### config.mk
export PLATFORM = sky130hd
export DESIGN_NAME = io_input_conditioner_flat
export DESIGN_NICKNAME = d
export VERILOG_FILES = /design/src/rtl/io_input_conditioner_if.sv /design/src/rtl/io_input_conditioner.sv /design/src/flat_wrapper.sv
export SDC_FILE = /design/constraint.sdc
export NUM_CORES = 1
export LEC_CHECK = 0
export CORE_UTILIZATION = 55
export CTS_CLUSTER_DIAMETER = 120
export CTS_CLUSTER_SIZE = 12
export DETAILED_ROUTE_END_ITERATION = 6
export PLACE_DENSITY = 0.88
export SYNTH_ARGS = -nofsm -noshare
export SYNTH_HDL_FRONTEND = slang
export SYNTH_SLANG_ARGS = --single-unit
### constraint.sdc
create_clock -name clk_i -period 5 [get_ports clk_i]
set_clock_uncertainty 0.05 [all_clocks]
set_input_delay 1 -clock clk_i [delete_from_list [all_inputs] [get_ports clk_i]]
set_output_delay 1 -clock clk_i [all_outputs]
set_load 0.05 [all_outputs]
### src/rtl/io_input_conditioner_if.sv
// rtl/io_input_conditioner_if.sv - pin-side and LSU-side signals of the input conditioner
interface io_input_conditioner_if #(
   parameter int SW_W = 18
);
   logic [SW_W-1:0] sw_raw_i;
   logic [3:0]      btn_raw_i;
   logic [31:0]     io_sw_o;
   logic [3:0]      io_btn_o;
   logic [3:0]      btn_press_o;

   modport master (
      output sw_raw_i, btn_raw_i,
      input  io_sw_o, io_btn_o, btn_press_o
   );

   modport slave (
      input  sw_raw_i, btn_raw_i,
      output io_sw_o, io_btn_o, btn_press_o
   );
endinterface

### src/rtl/io_input_conditioner.sv
// rtl/io_input_conditioner.sv - synchronise switches/buttons, debounce buttons, emit press pulses
// Optional IO_SW_DEBOUNCE_EN adds the same debouncer to every switch bit.
module io_input_conditioner #(
   parameter int SW_W            = 18,
   parameter int DEBOUNCE_CYCLES = 500000,
   parameter bit BTN_ACTIVE_LOW  = 1'b1
) (
   input logic                  clk_i,
   input logic                  rst_ni,
   io_input_conditioner_if.slave io
);
   localparam int            CW       = $clog2(DEBOUNCE_CYCLES);
   localparam logic [CW-1:0] CNT_MAX  = CW'(DEBOUNCE_CYCLES - 1);
   localparam logic [3:0]    BTN_IDLE = {4{BTN_ACTIVE_LOW}};

   logic [3:0]      btn_meta, btn_sync, btn_s;
   logic [3:0]      btn_q, btn_q_nxt;
   logic [3:0]      press_q, press_nxt;
   logic [CW-1:0]   btn_cnt     [4];
   logic [CW-1:0]   btn_cnt_nxt [4];
   logic [SW_W-1:0] sw_meta, sw_sync, sw_val;

   // Button sync flops reset to the released level so reset never looks like a press.
   always_ff @(posedge clk_i or negedge rst_ni) begin
      if (!rst_ni) begin
         btn_meta <= BTN_IDLE;
         btn_sync <= BTN_IDLE;
         sw_meta  <= '0;
         sw_sync  <= '0;
      end else begin
         btn_meta <= io.btn_raw_i;
         btn_sync <= btn_meta;
         sw_meta  <= io.sw_raw_i;
         sw_sync  <= sw_meta;
      end
   end

   assign btn_s = btn_sync ^ BTN_IDLE;

   always_ff @(posedge clk_i or negedge rst_ni) begin
      if (!rst_ni) begin
         btn_q   <= '0;
         press_q <= '0;
         for (int i = 0; i < 4; i++) btn_cnt[i] <= '0;
      end else begin
         btn_q   <= btn_q_nxt;
         press_q <= press_nxt;
         for (int i = 0; i < 4; i++) btn_cnt[i] <= btn_cnt_nxt[i];
      end
   end

   // PENDING while s differs from q; a revert clears the count, a full count commits.
   always_comb begin
      btn_q_nxt = btn_q;
      press_nxt = '0;
      for (int i = 0; i < 4; i++) begin
         btn_cnt_nxt[i] = '0;
         if (btn_s[i] != btn_q[i]) begin
            if (btn_cnt[i] == CNT_MAX) begin
               btn_q_nxt[i] = btn_s[i];
               press_nxt[i] = btn_s[i];
            end else begin
               btn_cnt_nxt[i] = btn_cnt[i] + CW'(1);
            end
         end
      end
   end

`ifdef IO_SW_DEBOUNCE_EN
   logic [SW_W-1:0] sw_q, sw_q_nxt;
   logic [CW-1:0]   sw_cnt     [SW_W];
   logic [CW-1:0]   sw_cnt_nxt [SW_W];

   always_ff @(posedge clk_i or negedge rst_ni) begin
      if (!rst_ni) begin
         sw_q <= '0;
         for (int j = 0; j < SW_W; j++) sw_cnt[j] <= '0;
      end else begin
         sw_q <= sw_q_nxt;
         for (int j = 0; j < SW_W; j++) sw_cnt[j] <= sw_cnt_nxt[j];
      end
   end

   always_comb begin
      sw_q_nxt = sw_q;
      for (int j = 0; j < SW_W; j++) begin
         sw_cnt_nxt[j] = '0;
         if (sw_sync[j] != sw_q[j]) begin
            if (sw_cnt[j] == CNT_MAX) sw_q_nxt[j] = sw_sync[j];
            else                      sw_cnt_nxt[j] = sw_cnt[j] + CW'(1);
         end
      end
   end

   assign sw_val = sw_q;
`else
   assign sw_val = sw_sync;
`endif

   assign io.io_sw_o     = 32'(sw_val);
   assign io.io_btn_o    = btn_q;
   assign io.btn_press_o = press_q;
endmodule

### src/flat_wrapper.sv
// flat-port wrapper written by rule: the top's interface ports become plain ports
module io_input_conditioner_flat 
#(
   parameter int SW_W            = 18,
   parameter int DEBOUNCE_CYCLES = 500000,
   parameter bit BTN_ACTIVE_LOW  = 1'b1
)
  (clk_i, rst_ni, io_sw_raw_i, io_btn_raw_i, io_io_sw_o, io_io_btn_o, io_btn_press_o);
  io_input_conditioner_if #(.SW_W(SW_W)) io_i ();
  input logic clk_i;
  input logic rst_ni;
  input wire logic [$bits(io_i.sw_raw_i)-1:0] io_sw_raw_i;
  input wire logic [$bits(io_i.btn_raw_i)-1:0] io_btn_raw_i;
  output wire logic [$bits(io_i.io_sw_o)-1:0] io_io_sw_o;
  output wire logic [$bits(io_i.io_btn_o)-1:0] io_io_btn_o;
  output wire logic [$bits(io_i.btn_press_o)-1:0] io_btn_press_o;
  assign io_i.sw_raw_i = io_sw_raw_i;
  assign io_i.btn_raw_i = io_btn_raw_i;
  assign io_io_sw_o = io_i.io_sw_o;
  assign io_io_btn_o = io_i.io_btn_o;
  assign io_btn_press_o = io_i.btn_press_o;
  io_input_conditioner #(.SW_W(SW_W), .DEBOUNCE_CYCLES(DEBOUNCE_CYCLES), .BTN_ACTIVE_LOW(BTN_ACTIVE_LOW)) u_core (.clk_i(clk_i), .rst_ni(rst_ni), .io(io_i));
endmodule
# ---- Word-level counts from Yosys, hierarchy flattened
# Cells that the tools add are included.
# Widths: inputs -> output; s select.
dict set report totals {
  out_inout_bits 40
  inputBits 24
  regBits 128
  wordCells 46
}
dict set report classes {
  n_bitwise 1
  reduce_logical 4
  mux 16
  addsub 4
  n_eq_ne 8
}
# op count
set ops {}
lappend ops {{$mux 19} 8}
lappend ops {{$add 19x1->19 const B} 4}
lappend ops {{$eq 19x19->1 const B} 4}
lappend ops {{$mux 1} 8}
lappend ops {{$reduce_and 2->1} 4}
lappend ops {{$ne 1x1->1} 4}
lappend ops {{$not 4->4} 1}

# ---- Longest topological paths before layout
dict set report depth {
  ltp_word 3
  mapped_depth 7
  ltp_nobuf 5
}

# ---- Worst setup path after synthesis
# Ideal clock, no wire load.
dict set report synth_timing {
  path_kind {register to register}
  start {register u_core.btn_cnt[19] (netlist bit)}
  end {register u_core.btn_cnt[22] (netlist bit)}
  t_required_ns 4.829
  arrival_time_ns 1.806
  period_less_slack_ns 1.977
  slack_ns 3.023
  setup_ns 0.121
  path_buffers 2
  stages_incl_launch_ff 8
  path_cell_list {dfrtp_1 -> ha_1 -> and4_1 -> buf_2 -> nand4_1 -> o31ai_2 -> buf_2 -> nor2_1}
}
# element line
set synth_lines {}
lappend synth_lines {{from (decl)} io_input_conditioner.sv:19} ;# logic [CW-1:0] btn_cnt [4];

# ---- Worst setup path after layout
dict set report layout_timing {
  start {register u_core.btn_q[3] (netlist: u_core.io.io_btn_o[3])}
  end {output port io_io_btn_o[3]}
}
# element line
set layout_lines {}
lappend layout_lines {{from (decl)} io_input_conditioner.sv:17} ;# logic [3:0] btn_q, btn_q_nxt;
lappend layout_lines {{from (signal assigned)} io_input_conditioner.sv:46} ;# btn_q <= btn_q_nxt;
lappend layout_lines {{to (decl)} flat_wrapper.sv:15} ;# output wire logic [$bits(io_i.io_btn_o)-1:0] io_io_btn_o;
# No word-level cell between the ends.

==> summary.md <==
| Metric | Value |
|---|---|
| Slew headroom | `0.167` |
| Maximum number of pins on one net before global-route repair | `just over 50` |
| CTS Sinks | `128` |
| GRT overflow | `0` |
| P&R area growth vs syn | `21.6%` |
| Register area share after synthesis | `0.604` |
| Ys Warns | `0` |
| Setup crit end kind | `output pin` |
| FF+latch count, synth | `approximately 130` |
| Static leakage | `~2.6 nW` |
| Vias in the first global route | `between 3000 and 4000` |
| Initial Util | `0.573` |
| Cell count after synthesis | `approximately 470` |
| Combinational Power Share | `0.055` |
| Power Density | `369 nW/um2` |
| Maximum buffer depth of the clock tree | `2` |
| CP startpoint kind | `flip-flop` |
| Die area | `between 10000 and 15000 um2` |
| Core Area | `~9300 um2` |
| FF-to-FF Start | `u_core.btn_cnt[19]` |
| Status | `finished, final reports clean` |
| Switch share | `0.225` |
| Largest fanout on the critical path | `4` |
| Hold Crit Endpoint | `u_core.sw_sync[5]` |
| Pre-CTS setup slack | `between 2 and 2.5 ns` |
| TritonRoute pass-1 iters | `5` |
| Total number of vias | `3850` |
| IO Port Bufs | `a little under 50` |
| Delay-heaviest family, CP | `buffers and inverters` |
| Critical Path Max Stage Delay | `~0.84 ns` |
| Post-layout min period | `roughly 2.8 ns` |
| Final hold vios | `0` |
| Hold WC Path Type | `flip-flop to flip-flop` |
| Post-Syn Area per Cell | `11.2 um2` |
| Worst Reg-to-Reg Cells | `5` |
| Max cap viols | `0` |
| I/O pins | `64` |
| Nets | `562` |
| FMAX | `354 MHz` |
| Worst Path Required | `3.95 ns` |
| Postcts setup bufs | `0` |
| Share of cells above drive strength 1 | `0.0914` |
| DRT iter0 DRCs | `roughly 230` |
| Post-CTS Hold Fix Bufs | `0` |
| Final setup violation count | `0` |
| Initial antenna violation count | `0` |
| CTS resizes | `0` |
| Die width | `100 um` |
| DR DRC count | `0` |
| Cells along the critical path | `clkdlybuf4s50_1` |
| Wire length per cell | `15.9 um` |
| Vias/cell | `5.70` |
| CTS Root Buffer Type | `clkbuf_8` |
| Clk slew on worst S/H paths | `0.06 ns` |
| Period utilization | `0.565` |
| Post-Syn Area | `5320 um2` |
| Ant. Diodes | `0` |
| Slowest CP cell | `clkdlybuf4s50_1` |
| Die Ht | `100 um` |
| Reg-to-Reg End | `u_core.btn_cnt[27]` |
| Setup CP Type | `flip-flop to output pin` |
| Fraction of power consumed by the clock network | `0.492` |
| Worst min-delay path startpoint | `u_core.sw_meta[5]` |
| Library cells used by synthesis | `35` |
| Int Power | `1.85 mW` |
| Switch Pwr | `about 0.54 mW` |
| Remaining antenna violation count after routing | `0` |
| Peak VDD IR | `262 uV` |
| Worst slew pin tran | `1.24 ns` |
| Pins Over Slew Limit | `0` |
| FF-to-FF setup slack | `2.30 ns` |
| Worst Hold Depth | `0` |
| Global-route wire length before repair | `18200 um` |
| Fin worst setup slack | `2.17 ns` |
| WP data arrival | `roughly 1.8 ns` |
| Buf/Inv on CP | `1` |
| Worst skew pair latency | `0.52 ns` |
| Placement Rows | `35` |
| Final GP Congestion | `0.857` |
| Post-DP HPWL | `~7000 um` |
| CTS tree | `yes` |
| Clock buffer count from CTS | `17` |
| Setup TNS | `0 ns` |
| Post-Route WL | `10700 um` |
| GRT Total Usage | `0.240` |
| H-tree Lvls | `4` |
| Reg power frac | `0.453` |
| RSZ-0062 raised after global routing | `no` |
power by group through the flow:
stage                     logic, mW  clock network [mW]  registers (mW)
after floorplan              0.0532                   0            1.12
after global placement        0.128                   0            1.10
after detailed placement      0.132                   0            1.10
after CTS                     0.133                1.19            1.08
after global routing          0.142                1.23            1.08
final                         0.130                1.18            1.08
per-layer routing:
metal  up-vias  wire length (um)  GRT usage
met2       139              5540      0.399
met5         -                 0          0
met3        14               680     0.0843
met4         0               104     0.0925
met1      1921              4420      0.287
li1       1776                 -          -
cells in the mapped netlist:
cell type | instances | area (um2)
nor4bb_1 | 2 | 20.0
o31ai_1 | 11 | 82.6
nor4_1 | 11 | 68.8
nand3_1 | 23 | 115
o21ai_1 | 3 | 15.0
o21ai_0 | 9 | 45.0
and2_1 | 5 | 31.3
nor4b_1 | 2 | 17.5
nand3_2 | 1 | 10.0
or3_1 | 13 | 81.3
a31o_2 | 3 | 26.3
nor3b_1 | 1 | 7.51
dfstp_2 | 8 | 210
xnor2_1 | 34 | 298
nor2_1 | 54 | 203
nor3_1 | 12 | 60.1
nand4_2 | 1 | 12.5
buf_4 | 14 | 105
mux2i_1 | 1 | 10.0
buf_2 | 3 | 15.0
inv_1 | 10 | 37.5
or2_2 | 2 | 12.5
conb_1 | 1 | 3.75
or4_1 | 13 | 97.6
nand3b_1 | 1 | 7.51
a21oi_1 | 20 | 100
nand4_1 | 24 | 150
nand2_1 | 27 | 101
and4_1 | 8 | 70.1
dfrtp_1 | 120 | 3000
o31ai_2 | 3 | 37.5
and3_1 | 6 | 37.5
clkbuf_1 | 5 | 18.8
ha_1 | 4 | 50.1
xor2_1 | 18 | 158
area by class of cell:
cell class	instances	area, um2
Timing Repair Buffer	51	503
Clock buffer	23	467
Sequential cell	128	3210
Multi-Input combinational cell	326	1980
Inverter	10	37.5
Clock inverter	9	106
Fill cell	641	2820
Tap cell	129	161
kinds of logic (layout without fill, tap and decap cells):
kind of cell	after synthesis	after routing	share of synthesized area
buffers and inverters	32	93	0.0332
multiplexers	1	1	0.00188
other	1	14	0.000705
AO/OA/AOI/OAI	49	49	0.0576
adder cells (fa/ha/maj)	4	4	0.00941
flip-flops	128	128	0.604
AND/OR/NAND/NOR	206	206	0.207
XOR/XNOR	52	52	0.0856
stage by stage:
step | utilization | std cells | hold WS, ns | total power, mW | area, um2
after floorplan | - | 486 | 0.281 | 1.17 | 5370
after global placement | 0.635 | 644 | 0.281 | 1.22 | 5890
after detailed placement | 0.635 | 644 | 0.286 | 1.23 | 5890
after CTS | 0.696 | 676 | 0.299 | 2.41 | 6470
after global routing | 0.696 | 676 | 0.307 | 2.46 | 6470
final | 0.696 | 676 | 0.296 | 2.39 | 6470
layout by cell type, fill, tap and decap left out, drive strengths merged, types with 2 or more instances in the layout:
cell type,n
buf,3
clkinvlp,3
nand2,27
or3,13
bufinv,2
o21ai,12
dfstp,8
xor2,18
conb,14
nor2,54
or4,13
nand4,25
and4,8
dfrtp,120
and3,6
xnor2,34
nor3,12
and2,5
nor4b,2
clkdlybuf4s50,48
nor4,11
nor4bb,2
or2,2
a31o,3
a21oi,20
ha,4
nand3,24
o31ai,14
clkbuf,23
inv,11
clkinv,3
sequential cells by signal, indices dropped and copies added, names as in the netlist:
name / flops
u_core.sw_meta: 18
u_core.io.btn_press_o: 4
u_core.btn_sync: 4
u_core.btn_cnt: 76
u_core.btn_meta: 4
u_core.sw_sync: 18
u_core.io.io_btn_o: 4
worst max path at each step:
stage / startpoint / endpoint / slack, ns / cells after the start
3_5_place_dp: u_core.btn_cnt[19] / u_core.btn_cnt[25] / 2.39 / 5
2_1_floorplan: u_core.btn_cnt[19] / u_core.btn_cnt[22] / 3.02 / 7
5_1_grt: u_core.io.io_btn_o[3] / io_io_btn_o[3] / 2.09 / 1
3_3_place_gp: u_core.btn_cnt[19] / u_core.btn_cnt[31] / 2.63 / 5
6_report: u_core.io.io_btn_o[3] / io_io_btn_o[3] / 2.17 / 1
4_1_cts: u_core.io.io_btn_o[3] / io_io_btn_o[3] / 2.15 / 1
Power figures use the tool's default switching activity.
==> patch 1, RTL diff (config.mk and constraints unchanged) <==
`DEBOUNCE_CYCLES` is set to 500000 in 2 places; all go to 125000.
--- a/src/rtl/io_input_conditioner.sv
+++ b/src/rtl/io_input_conditioner.sv
@@ -3,5 +3,5 @@
 module io_input_conditioner #(
    parameter int SW_W            = 18,
-   parameter int DEBOUNCE_CYCLES = 500000,
+   parameter int DEBOUNCE_CYCLES = 125000,
    parameter bit BTN_ACTIVE_LOW  = 1'b1
 ) (
--- a/src/flat_wrapper.sv
+++ b/src/flat_wrapper.sv
@@ -3,5 +3,5 @@
 #(
    parameter int SW_W            = 18,
-   parameter int DEBOUNCE_CYCLES = 500000,
+   parameter int DEBOUNCE_CYCLES = 125000,
    parameter bit BTN_ACTIVE_LOW  = 1'b1
 )
Formal check against the unedited RTL: same outputs for any inputs over 10 cycles, from zero or initial values and one cycle with rst_ni low; that may be too few to reach the edited logic, so the function may still have changed.
==> patch 1 against the original RTL <==
Wire length down 9.4%. Via count is 11% lower. Power shrank 2.8%. Area after synthesis down 8.1%. Sequential cell count down 8. Setup slack better by 0.0061 ns. Cell area fell by 6.9%. Largest cell class unchanged. Highest routed layer unchanged.
==> patch 1: results (changes against the original RTL) <==
[worst_hold_path]
min_path_type = reg2reg

[placed_design]
place_area_mm2 = 0.00543  ; -7.8%
dp_slack_ns = 2.73  ; +0.332 ns
dp.cells = 577  ; -10%
hpwlAfterDp_um = 6090  ; -13%
place_congestion = 0.832  ; -2.9%

[cells_and_area]
nets = 516  ; -8.2%
drive_above_1_share_pct = 9.98  ; +0.84 points
reg_top3 = u_core.btn_cnt: 68 flops, u_core.sw_meta: 18 flops, u_core.sw_sync: 18 flops
final_cells = 609  ; -9.9%

[logic_synthesis]
async_flop_share_pct = 100  ; unchanged
yosys-top-cells-count = dfrtp_1 (112), nor2_1 (68), xnor2_1 (34)
seq_area_frac_synth_pct = 61.6  ; +1.2 points
postSynthCellCount = 427  ; -9.7%
synth.distinct_cells = 35  ; unchanged
synth.top_cells.by_area = dfrtp_1 (57%), xnor2_1 (6.1%), nor2_1 (5.2%)

[detailed_routing]
vias = 3436  ; -11%
wl_met1_um = 3920  ; -11%
drt-pass1-iter-count = 7  ; +2
route.met2.wl_um = 5060  ; -8.6%
drt.antenna.violating_nets = 0  ; unchanged
met3WireLength_um = 498  ; -27%
drt-total-wl_um = 9740  ; -9.4%
drt_iter0_drc = 297  ; +28%
highest_layer = met4

[outcome]
status = completed

[pwr]
peakVddDrop_mv = 0.259  ; -1.1%
p_leak_nw = 2.54  ; -3.3%

[sta]
max-slew-margin-rel_pct = 19.5  ; +2.8 points

[worst_setup_path]
crit_arrival_ns = 1.77
cpLargestDelayFamily = buffers and inverters

[cts]
cts_max_level = 4  ; unchanged
max-clock-path-buffers = 2  ; unchanged
clkLatencyLatePin_ns = 0.51
post_cts_buffers = 0  ; unchanged
cts-resized-gates = 0  ; unchanged

[global_route]
antenna_found_initial = 0  ; unchanged
track_usage_pct = 23.5  ; -0.49 points
grt_pass1_wl_um = 15900  ; -13%
grt_max_degree = 52  ; +2.0%

## patch 1: cell families (layout without fill, tap and decap cells)
group | after synthesis | in the layout | share of synthesized area [%]
flip-flops | 120 | 120 | 61.6
buffers and inverters | 30 | 91 | 3.53
AND/OR/NAND/NOR | 196 | 196 | 20.5
XOR/XNOR | 62 | 62 | 11.1
multiplexers | 2 | 2 | 0.410
other | 1 | 14 | 0.0767
adder cells (fa/ha/maj) | 4 | 4 | 1.02
AO/OA/AOI/OAI | 12 | 12 | 1.66
## patch 1: routing by layer
metal | vias up | track usage [%]
met3 | 28 | 7.35
met5 | - | 0
met4 | 0 | 10.2
li1 | 1558 | -
met1 | 1718 | 28.3
met2 | 132 | 38.9
## patch 1: worst paths after layout
| check | cells after the start | from | slack, ns | to |
|---|---|---|---|---|
| worst min-delay path | 0 | u_core.sw_meta[17]$_DFF_PN0_ | 0.30 | u_core.sw_sync[17]$_DFF_PN0_ |
| min in group asynchronous | 1 | rst_ni | 0.38 | u_core.btn_cnt[66]$_DFF_PN0_ |
| worst min register to register | 0 | u_core.sw_meta[17]$_DFF_PN0_ | 0.30 | u_core.sw_sync[17]$_DFF_PN0_ |
| worst max register to register | 4 | u_core.btn_cnt[61]$_DFF_PN0_ | 2.66 | u_core.btn_cnt[58]$_DFF_PN0_ |
| max in group asynchronous | 2 | rst_ni | 3.55 | u_core.btn_cnt[9]$_DFF_PN0_ |
| worst max-delay path | 1 | u_core.io.io_btn_o[2]$_DFFE_PN0P_ | 2.18 | io_io_btn_o[2] |
## patch 1: final cells by class
type                            instances  area [um^2]
Sequential cell                       120         3010
Fill cell                             570         2660
Multi-Input combinational cell        290         1750
Timing Repair Buffer                   51          503
Clock buffer                           19          442
Clock inverter                         13          144
Tap cell                              108          135
Inverter                                8         30.0
## patch 1: report_power, final
| part | switching [mW] | total, mW | leakage, nW | internal, mW |
|---|---|---|---|---|
| clock network | 0.440 | 1.18 | 0.278 | 0.739 |
| logic | 0.0895 | 0.128 | 0.710 | 0.0380 |
| registers | 0.0154 | 1.02 | 1.56 | 1.00 |
==> patch 2, RTL diff (same flow settings) <==
Without the edit above. `BTN_ACTIVE_LOW` is set to 1'b1 in 2 places; all go to 1'b0.
--- a/src/rtl/io_input_conditioner.sv
+++ b/src/rtl/io_input_conditioner.sv
@@ -4,5 +4,5 @@
    parameter int SW_W            = 18,
    parameter int DEBOUNCE_CYCLES = 500000,
-   parameter bit BTN_ACTIVE_LOW  = 1'b1
+   parameter bit BTN_ACTIVE_LOW  = 1'b0
 ) (
    input logic                  clk_i,
--- a/src/flat_wrapper.sv
+++ b/src/flat_wrapper.sv
@@ -4,5 +4,5 @@
    parameter int SW_W            = 18,
    parameter int DEBOUNCE_CYCLES = 500000,
-   parameter bit BTN_ACTIVE_LOW  = 1'b1
+   parameter bit BTN_ACTIVE_LOW  = 1'b0
 )
   (clk_i, rst_ni, io_sw_raw_i, io_btn_raw_i, io_io_sw_o, io_io_btn_o, io_btn_press_o);
Formal check against the unedited RTL: same outputs for any inputs over 10 cycles, from zero or initial values and one cycle with rst_ni low; that may be too few to reach the edited logic, so the function may still have changed.
==> patch 2 against the original RTL <==
Setup slack better by 0.027 ns. Cell area up 3.2%. First-iteration DRC count down 33%. Utilization down 1.1 points. Area after synthesis up 3.5%. Die area up 3.5%. Sequential cell count unchanged. Power up 1.7%. Synthesized cell count up 0.63%. Wire length down 0.87%. Largest cell class unchanged.
==> patch 2: results (changes against the original RTL) <==
[detailed_routing]
drt_iter0_drc = 156  ; -33%
drt-total-wl_um = 10600  ; -0.87%

[logic_synthesis]
synth.top_cells.by_area = dfrtp_1 (58%), xnor2_1 (6.8%), nor2_1 (4.6%)
synth.top_cell.area_share_pct = 58.2  ; +1.7 points
yosys-top-cells-count = dfrtp_1 (128), nor2_1 (68), xnor2_1 (43)

[cells_and_area]
area_delta_synth_final_pct = 21.2
design.seq.count = 128  ; unchanged
nClkBuffers = 27  ; +17%
fillers = 691  ; +7.8%
nets = 564  ; +0.36%
regArea_mm2 = 0.00320  ; -0.31%
final-clk-cell-share_pct = 9.02  ; +0.16 points
final_cells = 681  ; +0.74%
final_area_mm2 = 0.00667  ; +3.2%
num-nonclk-inverters = 8  ; -2
drive_above_1_share_pct = 10.6  ; +1.4 points

[global_route]
track_usage_pct = 22.8  ; -1.2 points
grt_pass1_wl_um = 17900  ; -2.0%
grt_max_degree = 57  ; +12%
use_met1_pct = 29.1  ; +0.37 points
grtUsageMet3_pct = 6.43  ; -2.0 points
met2_usage_pct = 36.3  ; -3.6 points
grt_pass1_vias = 3762  ; -2.1%

[pwr]
peakVddDrop_mv = 0.209  ; -20%
switchingPower_uw = 514  ; -4.4%

[outcome]
status = completed

[worst_setup_path]
crit_arrival_ns = 1.75  ; -0.03 ns
r2r_end = u_core.btn_cnt[67]$_DFF_PN0_
r2r_start = u_core.btn_cnt[57]$_DFF_PN0_

[placed_design]
dp_slack_ns = 2.61  ; +0.215 ns
hpwlAfterDp_um = 7070  ; +0.93%
place_congestion = 0.872  ; +1.7%
dp.cells = 650  ; +0.93%

-- patch 2: metal layers --
layer	vias up	wire [um]
met5	-	0
met4	0	206
met3	24	466
met2	102	5350
met1	1928	4620
li1	1772	-
-- patch 2: power groups by stage --
stage               Combinational (mW)  Sequential [mW]  Clock (mW)
global placement                 0.132             1.10           0
floorplan                       0.0566             1.12           0
global route                     0.146             1.08        1.28
detailed placement               0.135             1.10           0
CTS                              0.136             1.08        1.24
finish                           0.133             1.08        1.22
-- patch 2: kinds of logic after synthesis --
logic type | count (synthesis) | share of synthesized area [%]
compound gates | 31 | 4.66
xor+xnor | 58 | 9.23
fa+ha+maj | 4 | 0.909
buf+inv | 31 | 3.34
flops | 128 | 58.2
mux | 5 | 1.14
other cells | 1 | 0.0681
simple gates | 218 | 22.5
-- patch 2: stage by stage --
step / hold WS [ns] / util [%]
final: 0.292 / 68.6
after CTS: 0.297 / 68.6
after floorplan: 0.281 / -
after global routing: 0.299 / 68.6
after global placement: 0.282 / 62.4
after detailed placement: 0.287 / 62.4
